`src/rtl/player_pkg.sv`:
```
// Shared types for the grid player controller: headings, FSM states, key bit
// indices and the per-heading step delta.
package player_pkg;

  typedef enum logic [1:0] {
    DIR_E = 2'd0,
    DIR_N = 2'd1,
    DIR_W = 2'd2,
    DIR_S = 2'd3
  } dir_e;

  typedef enum logic [1:0] {
    ST_IDLE   = 2'd0,
    ST_LOOKUP = 2'd1,
    ST_WAIT   = 2'd2,
    ST_COMMIT = 2'd3
  } fsm_e;

  localparam int KEY_TURN_P = 3;
  localparam int KEY_TURN_M = 2;
  localparam int KEY_FWD    = 1;
  localparam int KEY_BWD    = 0;

  // Two's-complement step per axis, each in {-1, 0, +1}.
  typedef struct packed {
    logic [1:0] dx;
    logic [1:0] dy;
  } delta_t;

  function automatic delta_t dir_delta(input dir_e d);
    delta_t r;
    case (d)
      DIR_E:   r = '{dx: 2'b01, dy: 2'b00};
      DIR_N:   r = '{dx: 2'b00, dy: 2'b11};
      DIR_W:   r = '{dx: 2'b11, dy: 2'b00};
      default: r = '{dx: 2'b00, dy: 2'b01};
    endcase
    return r;
  endfunction

endpackage

```
`src/rtl/player_target.sv`:
```
// Combinational target-cell calculator: current cell + heading (+/- direction).
// Build option PLAYER_WRAP_EN makes the map toroidal instead of walled at the edges.
module player_target
  import player_pkg::*;
#(
  parameter int GRID_W = 32,
  parameter int GRID_H = 32,
  parameter int CORDW  = 6
) (
  input  logic [CORDW-1:0] px,
  input  logic [CORDW-1:0] py,
  input  dir_e             dir,
  input  logic             backward,
  output logic [CORDW-1:0] tx,
  output logic [CORDW-1:0] ty,
  output logic             in_bounds
);

  localparam logic signed [CORDW:0] GW_S = (CORDW+1)'(GRID_W);
  localparam logic signed [CORDW:0] GH_S = (CORDW+1)'(GRID_H);

  delta_t                  w_d;
  logic signed [CORDW:0]   w_ddx, w_ddy, w_dx, w_dy, w_sx, w_sy;

  always_comb begin
    w_d   = dir_delta(dir);
    w_ddx = {{(CORDW-1){w_d.dx[1]}}, w_d.dx};
    w_ddy = {{(CORDW-1){w_d.dy[1]}}, w_d.dy};
    w_dx  = backward ? -w_ddx : w_ddx;
    w_dy  = backward ? -w_ddy : w_ddy;
    w_sx  = $signed({1'b0, px}) + w_dx;
    w_sy  = $signed({1'b0, py}) + w_dy;
  end

`ifdef PLAYER_WRAP_EN
  localparam logic [CORDW-1:0] GW_M1 = CORDW'(GRID_W - 1);
  localparam logic [CORDW-1:0] GH_M1 = CORDW'(GRID_H - 1);

  // A single step can only leave the map by one cell, so only -1 and GRID_* wrap.
  always_comb begin
    if (w_sx[CORDW])       tx = GW_M1;
    else if (w_sx == GW_S) tx = '0;
    else                   tx = w_sx[CORDW-1:0];
    if (w_sy[CORDW])       ty = GH_M1;
    else if (w_sy == GH_S) ty = '0;
    else                   ty = w_sy[CORDW-1:0];
    in_bounds = 1'b1;
  end
`else
  always_comb begin
    tx        = w_sx[CORDW-1:0];
    ty        = w_sy[CORDW-1:0];
    in_bounds = !w_sx[CORDW] && (w_sx < GW_S) && !w_sy[CORDW] && (w_sy < GH_S);
  end
`endif

endmodule

```
`src/rtl/player_nav_ctrl.sv`:
```
// Grid player position/heading controller with wall-map lookup and redraw request.
// Build option PLAYER_WRAP_EN (in player_target) selects a toroidal map.
//
// state     | meaning
// ST_IDLE   | accept keys; turns complete here
// ST_LOOKUP | bump on out-of-bounds target, else issue map read
// ST_WAIT   | count down map latency, then sample wall bit
// ST_COMMIT | move into target cell
module player_nav_ctrl
  import player_pkg::*;
#(
  parameter  int GRID_W    = 32,
  parameter  int GRID_H    = 32,
  parameter  int CORDW     = 6,
  parameter  int MAP_LAT   = 1,
  parameter  int START_X   = 1,
  parameter  int START_Y   = 7,
  parameter  int START_DIR = 0,
  localparam int AW        = $clog2(GRID_W * GRID_H)
) (
  input  logic             clk,
  input  logic             rst,
  input  logic [3:0]       key_pressed,
  input  logic             screen_busy,
  output logic             map_rd_en,
  output logic [AW-1:0]    map_rd_addr,
  input  logic             map_rd_data,
  output logic [CORDW-1:0] px,
  output logic [CORDW-1:0] py,
  output logic [1:0]       direction,
  output logic             refresh,
  output logic             bumped,
  output logic             busy
);

  fsm_e             r_state;
  dir_e             r_dir;
  logic [CORDW-1:0] r_px, r_py, r_tx, r_ty;
  logic             r_inb, r_pending, r_refresh, r_bumped, r_rd_en;
  logic [AW-1:0]    r_addr;
  logic [2:0]       r_cnt;

  logic [CORDW-1:0] w_tx, w_ty;
  logic             w_inb, w_bwd;
  logic [AW-1:0]    w_addr;

  // Forward outranks backward, so the move is backward only when forward is absent.
  assign w_bwd  = !key_pressed[KEY_FWD];
  assign w_addr = AW'(r_ty) * AW'(GRID_W) + AW'(r_tx);

  player_target #(
    .GRID_W (GRID_W),
    .GRID_H (GRID_H),
    .CORDW  (CORDW)
  ) u_target (
    .px        (r_px),
    .py        (r_py),
    .dir       (r_dir),
    .backward  (w_bwd),
    .tx        (w_tx),
    .ty        (w_ty),
    .in_bounds (w_inb)
  );

  always_ff @(posedge clk) begin
    if (rst) begin
      r_state   <= ST_IDLE;
      r_dir     <= dir_e'(START_DIR[1:0]);
      r_px      <= CORDW'(START_X);
      r_py      <= CORDW'(START_Y);
      r_tx      <= '0;
      r_ty      <= '0;
      r_inb     <= 1'b0;
      r_pending <= 1'b1;
      r_refresh <= 1'b0;
      r_bumped  <= 1'b0;
      r_rd_en   <= 1'b0;
      r_addr    <= '0;
      r_cnt     <= '0;
    end else begin
      r_rd_en   <= 1'b0;
      r_bumped  <= 1'b0;
      r_refresh <= 1'b0;
      if (r_pending && !screen_busy) begin
        r_refresh <= 1'b1;
        r_pending <= 1'b0;
      end
      // Any later set of r_pending below overrides the clear above.
      case (r_state)
        ST_IDLE: begin
          if (key_pressed[KEY_TURN_P]) begin
            r_dir     <= dir_e'(r_dir + 2'd1);
            r_pending <= 1'b1;
          end else if (key_pressed[KEY_TURN_M]) begin
            r_dir     <= dir_e'(r_dir - 2'd1);
            r_pending <= 1'b1;
          end else if (key_pressed[KEY_FWD] || key_pressed[KEY_BWD]) begin
            r_tx    <= w_tx;
            r_ty    <= w_ty;
            r_inb   <= w_inb;
            r_state <= ST_LOOKUP;
          end
        end
        ST_LOOKUP: begin
          if (!r_inb) begin
            r_bumped <= 1'b1;
            r_state  <= ST_IDLE;
          end else begin
            r_rd_en <= 1'b1;
            r_addr  <= w_addr;
            r_cnt   <= 3'(MAP_LAT);
            r_state <= ST_WAIT;
          end
        end
        ST_WAIT: begin
          if (r_cnt == 3'd0) begin
            if (map_rd_data) begin
              r_bumped <= 1'b1;
              r_state  <= ST_IDLE;
            end else begin
              r_state <= ST_COMMIT;
            end
          end else begin
            r_cnt <= r_cnt - 3'd1;
          end
        end
        ST_COMMIT: begin
          r_px      <= r_tx;
          r_py      <= r_ty;
          r_pending <= 1'b1;
          r_state   <= ST_IDLE;
        end
        default: r_state <= ST_IDLE;
      endcase
    end
  end

  assign map_rd_en   = r_rd_en;
  assign map_rd_addr = r_addr;
  assign px          = r_px;
  assign py          = r_py;
  assign direction   = r_dir;
  assign refresh     = r_refresh;
  assign bumped      = r_bumped;
  assign busy        = (r_state != ST_IDLE);

endmodule

```
`config.mk`:
```
export PLATFORM = sky130hd
export DESIGN_NAME = player_nav_ctrl
export DESIGN_NICKNAME = d
export VERILOG_FILES = /design/src/rtl/player_pkg.sv /design/src/rtl/player_target.sv /design/src/rtl/player_nav_ctrl.sv
export SDC_FILE = /design/constraint.sdc
export NUM_CORES = 1
export LEC_CHECK = 0
export ABC_AREA = 0
export BUFFER_PORTS_ARGS = -buffer_cell sky130_fd_sc_hd__buf_2
export CORE_MARGIN = 2
export CORE_UTILIZATION = 40
export DETAILED_ROUTE_END_ITERATION = 8
export SYNTH_ARGS = -nofsm -noshare
export SYNTH_HDL_FRONTEND = slang
export SYNTH_SLANG_ARGS = --single-unit
```
`constraint.sdc`:
```
create_clock -name clk -period 7.85 [get_ports clk]
set_clock_uncertainty 0.15 [all_clocks]
set_input_delay 0.785 -clock clk [delete_from_list [all_inputs] [get_ports clk]]
set_output_delay 0.785 -clock clk [all_outputs]
set_load 0.03 [all_outputs]
```
# [Word level (Yosys, flattened, before mapping)]
# Index checks and enable logic that the tools add are counted.
# Widths: inputs -> output; s select.
[totals] register_bits=46 elab_cells=82
[op_classes] n_addsub=8 reduce_logical=20 n_lt_le_gt_ge=2 mux=25 bitwise_logic=3 n_eq_ne=11
[op_table] operator="$mux 2" count=8
[op_table] operator="$add 7x7->7" count=2
[op_table] operator="$lt 7x7->1 const B" count=2
[op_table] operator="$mux 7" count=2
[op_table] operator="$neg 2->7" count=2
[op_table] operator="$ne 2x2->1 const B" count=6
[op_table] operator="$pmux 4 s3" count=1
[op_table] operator="$add 10x6->10" count=1
[op_table] operator="$mux 1" count=8
[op_table] operator="$pmux 2 s4" count=1
[op_table] operator="$reduce_and 4->1" count=2
[op_table] operator="$eq 2x2->1 const B" count=3
[op_table] operator="$mux 3" count=2
[op_table] operator="$pmux 3 s2" count=1
[op_table] operator="$reduce_bool 2->1" count=3
[op_table] operator="$eq 2x1->1 const B" count=2
[op_table] operator="$logic_and 1x1->1" count=4
[op_table] operator="$logic_not 2->1" count=2
[op_table] operator="$pmux 1 s2" count=2
[op_table] operator="$reduce_and 2->1" count=2
[op_table] operator="$logic_not 1->1" count=3
[op_table] operator="$logic_not 3->1" count=1
[op_table] operator="$not 1->1" count=3
[op_table] operator="$reduce_and 3->1" count=1
[op_table] operator="other kinds (5)" count=5

# [Logic depth before layout (Yosys ltp)]
[logic_depth] depth_word=9 mapped_depth=11

# [Cells and area by module]
# A second synthesis with hierarchy kept.
[hier_totals] hier_cells=265 area_unflattened_um2=2413.6
[by_module_without_submodules] module="player_nav_ctrl" area_each_um2=1883.1 seq_area_each_um2=920.9 n_inst=1 cells_each=198
[by_module_without_submodules] module="player_target" area_each_um2=530.5 seq_area_each_um2=0.0 n_inst=1 cells_each=67

# [Worst setup path before layout]
# OpenSTA, ideal clock, no wires.
[synth_timing] path_type="flip-flop to flip-flop" start="register r_dir[0] (netlist: direction[0])" end="register r_inb" t_arrival_ns=2.793 slack_ns=4.812 setup_ns=0.096 required_ns=7.604 stages_incl_launch_ff=10 n_path_buf=0 period_less_slack_ns=3.038 cell_sequence="dfxtp_1 > inv_1 > ha_1 > mux2_2 > ha_1 > and3b_1 > a2111oi_1 > nand3_1 > or3_1 > o41ai_2"
[synth_via] elab_chain_cells=9 elab_cells_between_ends=17 classes_between="add/sub (4); order compare (2); eq/ne (2); mux (3); reduce/logical (6)"
[synth_rtl] item="start: declaration" line_no="player_nav_ctrl.sv:37" source="dir_e r_dir;"
[synth_rtl] item="start signal: assignment" line_no="player_nav_ctrl.sv:68" source="r_dir <= dir_e'(START_DIR[1:0]);"
[synth_rtl] item="start signal: assignment" line_no="player_nav_ctrl.sv:92" source="r_dir <= dir_e'(r_dir + 2'd1);"
[synth_rtl] item="start signal: assignment" line_no="player_nav_ctrl.sv:95" source="r_dir <= dir_e'(r_dir - 2'd1);"
[synth_rtl] item="$eq 2x2->1 (tied with other cells)" line_no="player_pkg.sv:32" source="case (d)"
[synth_rtl] item="$pmux 4 s3 (*)" line_no="player_pkg.sv:32"
[synth_rtl] item="$neg 2->7" line_no="player_target.sv:29" source="w_dx = backward ? -w_ddx : w_ddx;"
[synth_rtl] item="$mux 7" line_no="player_target.sv:29"
[synth_rtl] item="$add 7x7->7" line_no="player_target.sv:31" source="w_sx = $signed({1'b0, px}) + w_dx;"
[synth_rtl] item="$lt 7x7->1 / $logic_not 1->1 (equally long branches)" line_no="player_target.sv:53" source="in_bounds = !w_sx[CORDW] && (w_sx < GW_S) && !w_sy[CORDW] && (w_sy < GH_S);"
[synth_rtl] item="$logic_and 1x1->1 (2 in series)" line_no="player_target.sv:53"
[synth_rtl] item="$logic_and 1x1->1 (*)" line_no="player_target.sv:53"
[synth_rtl] item="end signal: assignment" line_no="player_nav_ctrl.sv:100" source="r_inb <= w_inb;"
[synth_rtl] item="end: declaration" line_no="player_nav_ctrl.sv:39" source="logic r_inb, r_pending, r_refresh, r_bumped, r_rd_en;"
# Every way passes the cells marked *; elsewhere a longest branch is shown, timed or not.
# A chain may end at the register's enable or synchronous reset.

# [Final worst setup path]
[layout_timing] start="register r_dir[1] (netlist: direction[1])" end="register r_inb"
# The elaborated chain is that of the path after synthesis.

==> results.py <==
metrics = {
    "status": {
        "status": "complete, no violations",
    },
    "min_path": {
        "hp-class": "flop to flop",
    },
    "pwr": {
        "p_total_uw": 550,
        "internal_power_uw": 369,
        "p_per_area_nw_per_um2": 195,
        "p_comb_share_pct": 27.3,
        "vdd_drop_max_mv": 0.0783,
        "clkPwrFrac_pct": 26.5,
        "sequentialPowerShare_pct": 46.2,
        "power_switching_uw": 181,
        "leakage_nw": 1.20,
        "p_sw_share_pct": 32.9,
    },
    "cells_and_area": {
        "diodes": 0,
        "regArea_sq_um": 921,
        "final_cell_mix": "dfxtp_1 (46), nand2_1 (41), buf_2 (35)",
        "nets": 356,
        "syn_to_final_growth_pct": 12.8,
        "layout-drive-gt1-share_pct": 15.9,
        "mostFrequentLayoutCell": "dfxtp_1",
        "fill_cells": 614,
        "multi_input_area_sq_um": 1480,
    },
    "floorplanning": {
        "die_width_microns": 83.1,
        "rows": 28,
        "die_area_sq_um": 6910,
        "die_height_microns": 83.1,
        "core_sq_um": 5990,
        "io_pins": 36,
        "start_util_pct": 41.8,
    },
    "placed_design": {
        "port_buffers": 35,
        "hpwl_microns": 3900,
        "place_congestion": 0.882,
    },
    "synth": {
        "avgSynthCellArea_sq_um": 8.76,
        "ys_seq_area_share_pct": 36.8,
        "synth_cell_types": 47,
        "synth_area_leaders": "dfxtp_1 (37%), ha_1 (13%), nand2_1 (6.1%), a21oi_1 (5.8%), mux2i_1 (4.8%)",
        "netlist_instances": 286,
        "synth_top_area_share_pct": 36.8,
        "synth_area_sq_um": 2500,
        "synthesis.nets": 323,
        "async_reset_ff_share_pct": 0,
        "yosys_most_used_dff": "dfxtp_1",
        "synth_edf_count": 0,
        "synth.largest_area_cell": "dfxtp_1",
        "synth-seq-cells": 46,
        "yosysWarnings": 0,
    },
    "critical_path": {
        "crit_path_end_kind": "flop",
        "cp.required_ns": 7.90,
        "crit_type": "flop to flop",
        "worst_setup_path_start_kind": "flop",
        "critical_path_arrival_ns": 3.11,
        "worstPathMaxFanout": 9,
    },
    "global_routing": {
        "grt_antenna_before_repair": 0,
        "grt_pass1_wl_microns": 9240,
        "grt_max_degree": 41,
        "grt_overflow": 0,
        "grt_pass1_vias": 1883,
        "grt_usage_pct": 16.2,
    },
    "clock_tree": {
        "clkTransAtPathRegs_ns": 0.09,
        "clock_latency_ns": 0.30,
        "cts_sinks": 46,
        "cts.repair.resized": 0,
        "cts_made_buffers": 5,
        "cts-root-buf": "clkbuf_8",
        "cts_setup_buffers": 0,
        "ctsHoldBuffers": 0,
        "ctsLongestPathBuffers": 2,
        "htreeDepth": 2,
        "cts_tree": "yes",
    },
    "drt": {
        "ant_nets": 0,
        "drt-wirelength-per-cell_microns": 13.6,
        "vias": 2019,
        "vias_per_cell": 5.11,
        "first_iter_violations": 68,
        "dr.pass1.iters": 4,
        "wl_microns": 5370,
        "drcViolationCount": 0,
    },
    "timing": {
        "fin_tns_setup_ns": 0,
        "fmax_mhz": 327,
        "setup_violations": 0,
        "grt_setup_unrepaired": "false",
        "slew_viol_final": 0,
        "min_period_over_period_pct": 39.0,
        "timing.slew.headroom_pct": 41.2,
        "final.min_clock_period_ns": 3.06,
        "finalHoldViolations": 0,
        "worst_pin_slew_ns": 0.879,
    },
    "run": {
        "drv_cap": 0,
    },
}
## cell type report
class | instances | area share, %
Clock buffer | 5 | 2.44
Clock inverter | 3 | 0.753
Inverter | 16 | 2.13
Multi-Input combinational cell | 214 | 52.3
Sequential cell | 46 | 32.6
Tap cell | 75 | 3.32
Timing Repair Buffer | 36 | 6.47
## synth_stat cells, types with 4 or more instances
cell type / number
mux2i_1: 12
ha_1: 27
nor2_1: 26
nand2_1: 41
o21ai_0: 6
and2_1: 4
xnor2_1: 6
inv_1: 16
a211oi_1: 8
dfxtp_1: 46
nor3b_1: 4
nand3_1: 5
a21oi_1: 29
clkbuf_1: 7
## sequential cells by signal (all words and copies together), names as in the netlist
| register | count |
|---|---|
| bumped | 1 |
| direction | 2 |
| map_rd_addr | 10 |
| map_rd_en | 1 |
| px | 6 |
| py | 6 |
| r_cnt | 3 |
| r_inb | 1 |
| r_pending | 1 |
| r_state | 2 |
| r_tx | 6 |
| r_ty | 6 |
| refresh | 1 |
## path summary, 6_finish.rpt
check            startpoint  slack (ns)  cells after the start             end
max reg2reg    direction[1]        4.79                      9           r_inb
min reg2reg  map_rd_addr[2]        0.31                      2  map_rd_addr[2]
min          map_rd_addr[2]        0.31                      2  map_rd_addr[2]
max            direction[1]        4.79                      9           r_inb
## power groups by stage
stage | clock (mW) | sequential, mW | combinational, mW
final | 0.146 | 0.254 | 0.150
after global routing | 0.162 | 0.256 | 0.172
after CTS | 0.152 | 0.254 | 0.151
after detailed placement | 0 | 0.260 | 0.149
after global placement | 0 | 0.260 | 0.149
after floorplan | 0 | 0.263 | 0.114
## logic make-up (layout without fill, tap and decap cells)
group / after synthesis / count (layout) / synth area share [%]
and+or+nand+nor: 97 / 97 / 17.9
AOI/OAI and AO/OA: 65 / 65 / 17.1
DFF: 46 / 46 / 36.8
adders and majority gates: 29 / 29 / 15.1
buffers and inverters: 26 / 60 / 4.25
muxes: 14 / 14 / 5.69
xor gates and xnor gates: 9 / 9 / 3.15
## metal layers
metal	vias to the layer above	track usage [%]	wire (microns)
met1	923	22.2	2770
li1	1063	-	-
met3	2	4.37	179
met2	31	25.5	2390
met4	0	3.73	22
met5	-	0	0
## per-stage QoR
stage	cell area (sq um)	util, %	hold slack, ns	instances	setup WS, ns
after floorplan	2500	-	0.286	286	4.81
after global placement	2740	45.7	0.294	387	4.62
after detailed placement	2740	45.7	0.294	387	4.54
after CTS	2830	47.2	0.308	395	4.79
after global routing	2830	47.2	0.322	395	4.56
final	2830	47.2	0.306	395	4.79
## worst max-delay path: stages (launching register included)
cell       delay [ns]
dfxtp_1          0.46
inv_1            0.12
ha_1             0.20
mux2_2           0.37
ha_1             0.40
and3b_1          0.20
a2111oi_1        0.33
nand3_1          0.14
or3_1            0.34
o41ai_2          0.27
Power figures use the tool's default switching activity.
